===== config.mk =====
export PLATFORM = sky130hd
export DESIGN_NAME = dmem_dma_master
export DESIGN_NICKNAME = d
export VERILOG_FILES = /design/src/rtl/dmem_dma_pkg.sv /design/src/rtl/dma_addr_counter.sv /design/src/rtl/dmem_dma_master.sv
export SDC_FILE = /design/constraint.sdc
export NUM_CORES = 1
export LEC_CHECK = 0
export CAP_MARGIN = 20
export CORE_ASPECT_RATIO = 1.2
export CORE_UTILIZATION = 48
export DETAILED_ROUTE_END_ITERATION = 8
export PLACE_DENSITY = 0.91
export SYNTH_ARGS = -nofsm -noshare
export SYNTH_HDL_FRONTEND = slang
export SYNTH_HIERARCHICAL = 1
export SYNTH_SLANG_ARGS = --single-unit

===== constraint.sdc =====
create_clock -name clock -period 2.9 [get_ports clock]
set_input_delay 0.29 -clock clock [delete_from_list [all_inputs] [get_ports clock]]
set_output_delay 0.29 -clock clock [all_outputs]
set_load 0.005 [all_outputs]

===== src/rtl/dmem_dma_pkg.sv =====
// Shared definitions for the data-memory DMA copy engine: FSM states and
// the address stepping constants used by the engine and its address counters.
package dmem_dma_pkg;

    typedef enum logic [2:0] {
        IDLE,
        REQ,
        READ,
        WRITE,
        DONE
    } dma_state_t;

    localparam logic [31:0] WORD_STEP       = 32'd4;
    localparam logic [31:0] ADDR_ALIGN_MASK = 32'hFFFF_FFFC;

endpackage


===== src/rtl/dma_addr_counter.sv =====
// Loadable word-address register: loads an aligned byte address and steps by
// one word when enabled, wrapping silently at 2^32.
module dma_addr_counter
    import dmem_dma_pkg::*;
(
    input  logic        clock,
    input  logic        reset,
    input  logic        load,
    input  logic [31:0] load_value,
    input  logic        step,
    output logic [31:0] value
);

    always_ff @(posedge clock or posedge reset) begin
        if (reset) begin
            value <= '0;
        end else if (load) begin
            value <= load_value & ADDR_ALIGN_MASK;
        end else if (step) begin
            value <= value + WORD_STEP;
        end
    end

endmodule


===== src/rtl/dmem_dma_master.sv =====
// Bus-initiator copy engine on the CPU data-memory port: after winning the
// grant it alternates READ/WRITE cycles to copy len words from src to dst.
module dmem_dma_master
    import dmem_dma_pkg::*;
#(
    parameter int LEN_W = 8
) (
    input  logic             clock,
    input  logic             reset,
    input  logic             start,
    input  logic [31:0]      src_addr,
    input  logic [31:0]      dst_addr,
    input  logic [LEN_W-1:0] len,
    output logic             bus_req,
    input  logic             bus_gnt,
    output logic [31:0]      addr,
    output logic [31:0]      datain,
    output logic             we,
    input  logic [31:0]      dataout,
    output logic             busy,
    output logic             done
);

    dma_state_t       state;
    logic [LEN_W-1:0] cnt;
    logic [31:0]      data_buf;
    logic [31:0]      src_cur;
    logic [31:0]      dst_cur;
    logic             accept;

    assign accept = (state == IDLE) && start;

    dma_addr_counter u_src_counter (
        .clock      (clock),
        .reset      (reset),
        .load       (accept),
        .load_value (src_addr),
        .step       ((state == READ) && bus_gnt),
        .value      (src_cur)
    );

    dma_addr_counter u_dst_counter (
        .clock      (clock),
        .reset      (reset),
        .load       (accept),
        .load_value (dst_addr),
        .step       ((state == WRITE) && bus_gnt),
        .value      (dst_cur)
    );

    // A missing grant freezes every register in place, so a stalled READ or
    // WRITE simply repeats on the next granted cycle.
    always_ff @(posedge clock or posedge reset) begin
        if (reset) begin
            state    <= IDLE;
            cnt      <= '0;
            data_buf <= '0;
        end else begin
            unique case (state)
                IDLE: begin
                    if (start) begin
                        cnt   <= len;
                        state <= (len == '0) ? DONE : REQ;
                    end
                end
                REQ: begin
                    if (bus_gnt) state <= READ;
                end
                READ: begin
                    if (bus_gnt) begin
                        data_buf <= dataout;
                        state    <= WRITE;
                    end
                end
                WRITE: begin
                    if (bus_gnt) begin
                        cnt   <= cnt - LEN_W'(1);
                        state <= (cnt == LEN_W'(1)) ? DONE : READ;
                    end
                end
                DONE:    state <= IDLE;
                default: state <= IDLE;
            endcase
        end
    end

    assign bus_req = (state == REQ) || (state == READ) || (state == WRITE);
    assign busy    = bus_req;
    assign done    = (state == DONE);

    // Bus outputs are zero whenever the grant is absent so the arbiter can OR
    // the initiators together.
    always_comb begin
        addr   = '0;
        datain = '0;
        we     = 1'b0;
        if (bus_gnt) begin
            if (state == READ) begin
                addr = src_cur;
            end else if (state == WRITE) begin
                addr   = dst_cur;
                datain = data_buf;
                we     = 1'b1;
            end
        end
    end

endmodule


Word-level counts from Yosys, hierarchy flattened
Cells that the tools add are included.
W data, S select, Z words.
- flip-flop bits (word level): 107
- bits of input ports: 108
- output and inout port bits: 68
- word-level logic and storage cells: 53
- $add $sub $neg: 3
- equality and inequality tests: 9
- mux-type cells: 23
- reductions and logical operators: 13
- operators by type and width (cell ; count):
    $mux W32 ; 10
    $add A32 B3 Y32 const B ; 2
    $mux W3 ; 6
    $mux W8 ; 2
    $pmux W8 S2 ; 1
    $pmux W3 S4 ; 1
    $eq A8 B1 Y1 const B ; 1
    $logic_not A8 Y1 ; 1
    $ne A2 B2 Y1 const B ; 4
    $sub A8 B1 Y8 const B ; 1
    $eq A3 B2 Y1 const B ; 2
    $reduce_bool A2 Y1 ; 3
    $reduce_and A4 Y1 ; 1
    $eq A3 B1 Y1 const B ; 1
    $eq A3 B3 Y1 const B ; 1
    $logic_and A1 B1 Y1 ; 3
    $logic_not A3 Y1 ; 1
    $mux W1 ; 3
    $reduce_and A3 Y1 ; 1
    $logic_or A1 B1 Y1 ; 2
    $reduce_and A2 Y1 ; 1

Logic depth before layout (Yosys ltp)
Gate-level depths: netlist of the first run.
- word-level depth: 4
- mapped depth: 10

Modules after synthesis
Netlist of the first run, hierarchy kept.
- modules (own cells, without submodules) (module ; times used ; cells each ; area an instance (µm²) ; seq. area each (µm²)):
    dma_addr_counter ; 2 ; 197 ; 1788.0 ; 750.7
    dmem_dma_master ; 1 ; 234 ; 2514.9 ; 1076.0

Worst setup path after synthesis of the first run
No wires, ideal clock.
- path type: register to register
- start: register state[0]
- end: register u_dst_counter.value[20]
- setup time: 69 ps
- data arrival time: 2221 ps
- slack: 610 ps
- cell stages (with the launch flop): 8
- path buffers: 2
- clock period less this slack: 2290 ps
- cell sequence: dfrtp_1 buf_2 nor3b_1 and4_2 nand4_4 buf_6 or4_1 nand3_1
- longest elaborated chain between the ends: 3
- elaborated cells on any way between the ends: 6
- those cells by class: eq/ne: 1; mux: 1; reduce/logical: 4
- ends and longest elaborated chain (item ; RTL line ; source):
    start: declaration ; dmem_dma_master.sv:24 ; dma_state_t state;
    start signal: assignment ; dmem_dma_master.sv:63 ; state <= (len == '0) ? DONE : REQ;
    start signal: assignment ; dmem_dma_master.sv:78 ; state <= (cnt == LEN_W'(1)) ? DONE : READ;
    $eq A3 B2 Y1 or $logic_not A3 Y1 (tied branches) ; dmem_dma_master.sv:47, dmem_dma_master.sv:31 ;
    $logic_and A1 B1 Y1 (on tied branches) ; dmem_dma_master.sv:47, dmem_dma_master.sv:31 ;
    $reduce_bool A2 Y1 (no line) or $mux W32 (tied branches) ; n/a ;
    end signal: assignment ; dma_addr_counter.sv:18 ; value <= load_value & ADDR_ALIGN_MASK;
    end signal: assignment ; dma_addr_counter.sv:20 ; value <= value + WORD_STEP;
    end: declaration ; dma_addr_counter.sv:11 ; output logic [31:0] value
Several ways; a longest one is shown, not always the timed one.
A chain may end at the register's enable or synchronous reset.

Worst setup path in the final report of the first run
- start: register state[2]
- end: output port addr[11]
- longest elaborated chain between the ends: 4
- elaborated cells on any way between the ends: 5
- those cells by class: eq/ne: 2; mux: 3
- ends and longest elaborated chain (item ; RTL line ; source):
    $eq A3 B2 Y1 ; dmem_dma_master.sv:100 ; end else if (state == WRITE) begin
    $mux W32 ; dmem_dma_master.sv:100 ;
    $mux W32 (*) ; dmem_dma_master.sv:98 ; if (state == READ) begin
    $mux W32 (*) ; dmem_dma_master.sv:97 ; if (bus_gnt) begin
    end: declaration ; dmem_dma_master.sv:16 ; output logic [31:0] addr,
Mark *: on every way between the ends. The rest lies on a longest branch, timed or not.

==> results of run 1 <==
==> area by class of cell <==
cell class,count,share of cell area (%)
Clock buffer,12,3.03
Timing Repair Buffer,186,22.4
Inverter,10,0.461
Multi-Input combinational cell,471,39.3
Sequential cell,103,31.7
Clock inverter,4,0.646
Tap cell,161,2.48
==> worst paths after layout <==
check | startpoint | slack (ns) | end
max | state[2] | 0.20 | addr[11]
min | reset | 0.38 | u_src_counter/value[6]
max reg2reg | state[1] | 0.42 | u_dst_counter/value[22]
min reg2reg | cnt[6] | 0.49 | cnt[6]
max in group asynchronous | reset | 2.05 | state[1]
min in group clock | cnt[6] | 0.49 | cnt[6]
==> state kept, by name, summed over array words and instances (netlist names) <==
name / cells
cnt: 8
data_buf: 32
state: 3
u_dst_counter/value: 30
u_src_counter/value: 30
==> critical path, delay by kind of cell, from the launching register on <==
family	cells	cell delay, ns
AOI/OAI and AO/OA	1	0.22
buffers and inverters	2	0.84
DFF	1	0.60
and+or+nand+nor	1	0.40
==> where the power goes <==
| part | switching, W | total, W | internal (W) |
|---|---|---|---|
| Clock | 0.000547 | 0.00124 | 0.000697 |
| Sequential | 0.000776 | 0.00288 | 0.00211 |
| Combinational | 0.000936 | 0.00224 | 0.00130 |
| Total | 0.00226 | 0.00636 | 0.00410 |
==> what timing repair did <==
item | CTS | global route
setup endpoints to repair | 0 | 11
gates resized for setup | 0 | 1
hold endpoints to repair | 0 | 0
==> layout by cell type (no fill, tap or decap), types with 19 or more instances in the layout <==
| master | netlist | final |
|---|---|---|
| mux2_2 | 32 | 32 |
| a31oi_1 | 23 | 23 |
| and2_1 | 35 | 35 |
| xor2_1 | 20 | 20 |
| dfrtp_1 | 103 | 102 |
| clkdlybuf4s50_1 | 0 | 169 |
| nand3_1 | 28 | 28 |
| or4_1 | 19 | 19 |
| nand2_1 | 62 | 62 |
| nor2_1 | 34 | 33 |
| o21ai_0 | 41 | 41 |
| a22o_1 | 32 | 32 |
==> logic make-up (layout without fill, tap and decap cells) <==
group | Yosys count | count (layout) | synth area share (%)
simple gates | 256 | 256 | 24.5
fa+ha+maj | 4 | 4 | 0.822
flops | 103 | 103 | 42.3
xor+xnor | 26 | 26 | 3.74
mux | 34 | 34 | 6.24
other cells | 2 | 4 | 0.123
buf+inv | 56 | 212 | 5.59
compound gates | 147 | 147 | 16.6
==> stage by stage <==
step	power (W)	utilization, %	std cells
after floorplan	0.00400	-	630
after global placement	0.00491	64.1	931
after detailed placement	0.00509	64.1	931
after CTS	0.00637	66.6	947
final	0.00636	66.6	947
after global routing	0.00675	66.6	947
==> metal layers <==
metal / track usage, % / wire [um] / vias up / share of wire [%]
li1: - / - / 2628 / -
met1: 30.3 / 6380 / 2722 / 38
met2: 44.8 / 8580 / 258 / 51
met3: 6.41 / 1230 / 51 / 7.3
met4: 14.4 / 687 / 0 / 4.1
met5: 0 / 0 / - / 0
==> results.sh, run 1 <==
export IMPL_tritoncts="built"
export IMPL_post_dp_cell_area_um2=7840
export IMPL_diodes=0
export IMPL_cp_required_ns=2.61
export IMPL_first_global_vias=5707
export IMPL_register_area_um2=2580
export IMPL_areaGrowthSynthToFinish_pct=33.6
export IMPL_fmax_mhz=370
export IMPL_setup_viol=0
export IMPL_syn_inst=628
export IMPL_synthFlopType="dfrtp_1"
export IMPL_cts_root_buf="clkbuf_16"
export IMPL_die_w_um=105
export IMPL_synth_cell_type_count=60
export IMPL_grt_max_degree=45
export IMPL_crit_fanout=22
export IMPL_floorplan_initialDensity_pct=49.8
export IMPL_finClkSkew_ns=0.00986
export IMPL_cp_start_kind="register"
export IMPL_yosysSeqAreaShare_pct=42.3
export IMPL_clk_pin_slew_ns=0.07
export IMPL_port_buffers=169
export IMPL_final_cell_area_um2=8140
export IMPL_cellLeakagePower_nw=3.11
export IMPL_powerDensity_nw_per_um2=782
export IMPL_h_tree_depth=3
export IMPL_clk_path_buf_depth=2
export IMPL_drtIter0Drc=353
export IMPL_ys_async_sr_fraction_pct=100
export IMPL_ioPinCount=176
export IMPL_cts_buffers=9
export IMPL_nNetsFinal=893
export IMPL_critPathArrivalTime_ns=2.41
export IMPL_fillers=945
export IMPL_synth_most_common_cell="dfrtp_1"
export IMPL_worstMarginPinSlew_ns=0.689
export IMPL_dp_final_hpwl_um=12200
export IMPL_cp_cell_sequence="nor3_4 > buf_4 > a22o_1 > clkdlybuf4s50_1"
export IMPL_synth_edff_count=0
export IMPL_rsz0062_at_grt="no"
export IMPL_grt_pass1_wl_um=27500
export IMPL_gp_congestion=0.869
export IMPL_netlist_top_cells_area="dfrtp_1 42%, mux2_2 5.9%, a22o_1 4.6%"
export IMPL_fin_ws_ns=0.196
export IMPL_remaining_drc_errors=0
export IMPL_final_min_clock_period_ns=2.70
export IMPL_max_vdd_ir_drop_mv=0.520
export IMPL_cts_num_sinks=103
export IMPL_grt_total_usage_pct=26.3
export IMPL_die_y_um=125
export IMPL_synthesis_area_um2=6090
export IMPL_num_rows=44
export IMPL_post_cts_buffers=0
export IMPL_worstHoldPathType="in -> async"
export IMPL_cpMaxStageDelayCell="dfrtp_1"
export IMPL_yosysWarnings=6
export IMPL_die_area_um2=13100
export IMPL_core_area_um2=12200
export IMPL_cpPeakStageDelay_ns=0.60
export IMPL_clk_latency_ns=0.36
export IMPL_whs_ns=0.377
export IMPL_synth_top_area_share_pct=42.3
export IMPL_multi_input_area_um2=3200
export IMPL_vias=5659
export IMPL_drv_cap=0
export IMPL_drtAntennaViolNets=0
export IMPL_drt_total_wl_um=16900
export IMPL_yosys_top_cells_count="103 x dfrtp_1, 62 x nand2_1, 41 x o21ai_0"
export IMPL_syn_mean_instance_area_um2=9.70
export IMPL_yosysTopAreaCell="dfrtp_1"
export IMPL_slew_viol_final=0
export IMPL_tns_ns=0
export IMPL_cts_hold_buf=0
export IMPL_dr_pass1_iters=5
export IMPL_antenna_found_initial=0
export IMPL_end_kind="output port"
export IMPL_slew_headroom_pct=53.8
export IMPL_reg2reg_depth=7
export IMPL_crit_type="reg -> out"
export IMPL_grt_overflow_total=0
export IMPL_pre_cts_ws_ns=0.144
export IMPL_yosys_register_bits=103
export IMPL_viasPerCell=5.98
export IMPL_wl_per_cell_um=17.8
export IMPL_min_period_over_period_pct=93.2
export IMPL_finalHoldViolCount=0
export IMPL_status="complete, no violations"
export IMPL_drive_gt1_share_pct=10.4
No activity file was read; power rests on OpenSTA's default activity.
==> run 2, diff against run 1 <==
--- a/config.mk
+++ b/config.mk
@@ -10,6 +10,7 @@
 export CORE_UTILIZATION = 48
 export DETAILED_ROUTE_END_ITERATION = 8
 export PLACE_DENSITY = 0.91
+export RECOVER_POWER = 25
 export SYNTH_ARGS = -nofsm -noshare
 export SYNTH_HDL_FRONTEND = slang
 export SYNTH_HIERARCHICAL = 1
==> run 2 against run 1 <==
Effect of this change:
- the run now ends with max-capacitance violations, max-slew violations left
- largest cell class unchanged
- cell area shrank 0.12%
- die area stayed put
- sequential share of layout area about the same
- combinational power barely moved
- largest power group unchanged
- fmax increased by 0.14%
- global-route usage did not move
- clock power barely moved
- setup slack improved by 0.0039 ns
- register-to-register slack about the same
==> results.sh, run 2 (same netlist as run 1, synthesis figures left out) <==
export IMPL_layout_common_cells="168 x clkdlybuf4s50_1, 102 x dfrtp_1, 62 x nand2_1"
export IMPL_nNetsFinal=893
export IMPL_drv_cap=2
export IMPL_powerDensity_nw_per_um2=783
export IMPL_cts_buffers=9
export IMPL_final_min_clock_period_ns=2.70
export IMPL_worstMarginPinSlew_ns=1.70
export IMPL_clk_pin_slew_ns=0.07
export IMPL_fmax_mhz=370
export IMPL_floorplan_initialDensity_pct=49.8
export IMPL_crit_fanout=22
export IMPL_die_area_um2=13100
export IMPL_remaining_drc_errors=0
export IMPL_cts_root_buf="clkbuf_16"
export IMPL_cts_num_sinks=103
export IMPL_crit_type="reg -> out"
export IMPL_fillers=950
export IMPL_instances_no_fill=947
export IMPL_drive_gt1_share_pct=10.2
export IMPL_route_met3_wl_um=1250
export IMPL_regMostFlops="data_buf"
export IMPL_cts_hold_buf=0
export IMPL_core_area_um2=12200
export IMPL_layout_commonest_cell="clkdlybuf4s50_1"
export IMPL_rsz0062_at_grt="no"
export IMPL_grt_overflow_total=0
export IMPL_num_rows=44
export IMPL_fin_ws_ns=0.200
export IMPL_viasPerCell=6.01
export IMPL_clk_path_buf_depth=2
export IMPL_p_total_w=0.00636
export IMPL_die_w_um=105
export IMPL_wl_per_cell_um=17.8
export IMPL_gp_congestion=0.869
export IMPL_max_vdd_ir_drop_mv=0.520
export IMPL_slew_headroom_pct=-13.2
export IMPL_cp_start_kind="register"
export IMPL_drt_total_wl_um=16900
export IMPL_antenna_found_initial=0
export IMPL_numPlacedInstances=931
export IMPL_h_tree_depth=3
export IMPL_largest_reg_flops=32
export IMPL_cp_required_ns=2.61
export IMPL_grt_pass1_wl_um=27500
export IMPL_finClkSkew_ns=0.0103
export IMPL_areaGrowthSynthToFinish_pct=33.4
export IMPL_drtIter0Drc=336
export IMPL_port_buffers=169
export IMPL_wl_met1_um=6390
export IMPL_largestRegisters="data_buf (32), u_dst_counter/value (30), u_src_counter/value (30)"
export IMPL_slew_viol_final=62
export IMPL_grt_max_degree=45
export IMPL_drtAntennaViolNets=0
export IMPL_tns_ns=0
export IMPL_failed_checks="max-capacitance violations, max-slew violations"
export IMPL_critPathArrivalTime_ns=2.41
export IMPL_diodes=0
export IMPL_post_cts_buffers=0
export IMPL_end_kind="output port"
export IMPL_clk_latency_ns=0.36
export IMPL_grt_total_usage_pct=26.3
export IMPL_pre_cts_ws_ns=0.144
export IMPL_vias=5687
export IMPL_min_period_over_period_pct=93.1
export IMPL_met2WireLength_um=8580
export IMPL_die_y_um=125
export IMPL_dr_pass1_iters=5
export IMPL_status="finished, violations left"
export IMPL_first_global_vias=5707
export IMPL_final_util_pct=66.5
export IMPL_top_layer_used="met4"
export IMPL_setup_viol=0
export IMPL_finalHoldViolCount=0
export IMPL_cellLeakagePower_nw=3.10
export IMPL_worstHoldPathType="reg -> reg"
export IMPL_ioPinCount=176
export IMPL_tritoncts="built"
export IMPL_dp_final_hpwl_um=12200
==> run 2: changes by cell type in the layout (fill, tap and decap cells not counted), sizes merged <==
cell | before | now
buf | 17 | 14
dlygate4sd3 | 0 | 1
clkbuf | 12 | 15
clkdlybuf4s50 | 169 | 168
==> run 2: stage by stage <==
step	cell area, um2	hold WS [ns]
finish	8130	0.495
global route	8130	0.507
global placement	7840	0.476
floorplan	6100	0.381
detailed placement	7840	0.475
CTS	8140	0.389
==> run 2: cell type report <==
class / instances / area (um2) / area share (%)
Clock inverter: 4 / 52.6 / 0.647
Clock buffer: 12 / 246 / 3.03
Multi-Input combinational cell: 471 / 3200 / 39.4
Tap cell: 161 / 201 / 2.48
Timing Repair Buffer: 186 / 1810 / 22.3
Sequential cell: 103 / 2580 / 31.7
Inverter: 10 / 37.5 / 0.462
==> run 2: repair_timing <==
item / in CTS / in global routing
hold endpoints to repair: 0 / 0
endpoints found under the setup margin: 0 / 11
gates resized for setup: 0 / 1
==> run 2: critical path, cell delays in order (launching register included) <==
cell and delay, ns:
dfrtp_1 0.60, nor3_4 0.40, buf_4 0.32, a22o_1 0.22, clkdlybuf4s50_1 0.51
==> run 2: path summary, 6_finish.rpt <==
path	from	to	slack, ns	cells after the start
max in group asynchronous	reset	u_dst_counter/value[20]	0.87	3
worst min-delay path	cnt[6]	cnt[6]	0.50	1
min in group asynchronous	reset	data_buf[15]	0.76	3
worst max-delay path	state[2]	addr[11]	0.20	4
worst max register to register	state[1]	u_dst_counter/value[26]	0.42	7
worst min register to register	cnt[6]	cnt[6]	0.50	1
==> run 2: routing by layer <==
metal / vias up / GRT usage (%)
met4: 0 / 14.4
met5: - / 0
li1: 2626 / -
met3: 49 / 6.41
met1: 2736 / 30.3
met2: 276 / 44.8
==> run 2: power by group <==
group | total [W] | internal, W | leakage [nW] | switching (W)
logic | 0.00224 | 0.00130 | 1.75 | 0.000938
clock network | 0.00124 | 0.000697 | 0.147 | 0.000546
registers | 0.00288 | 0.00210 | 1.20 | 0.000780
total | 0.00636 | 0.00410 | 3.10 | 0.00226
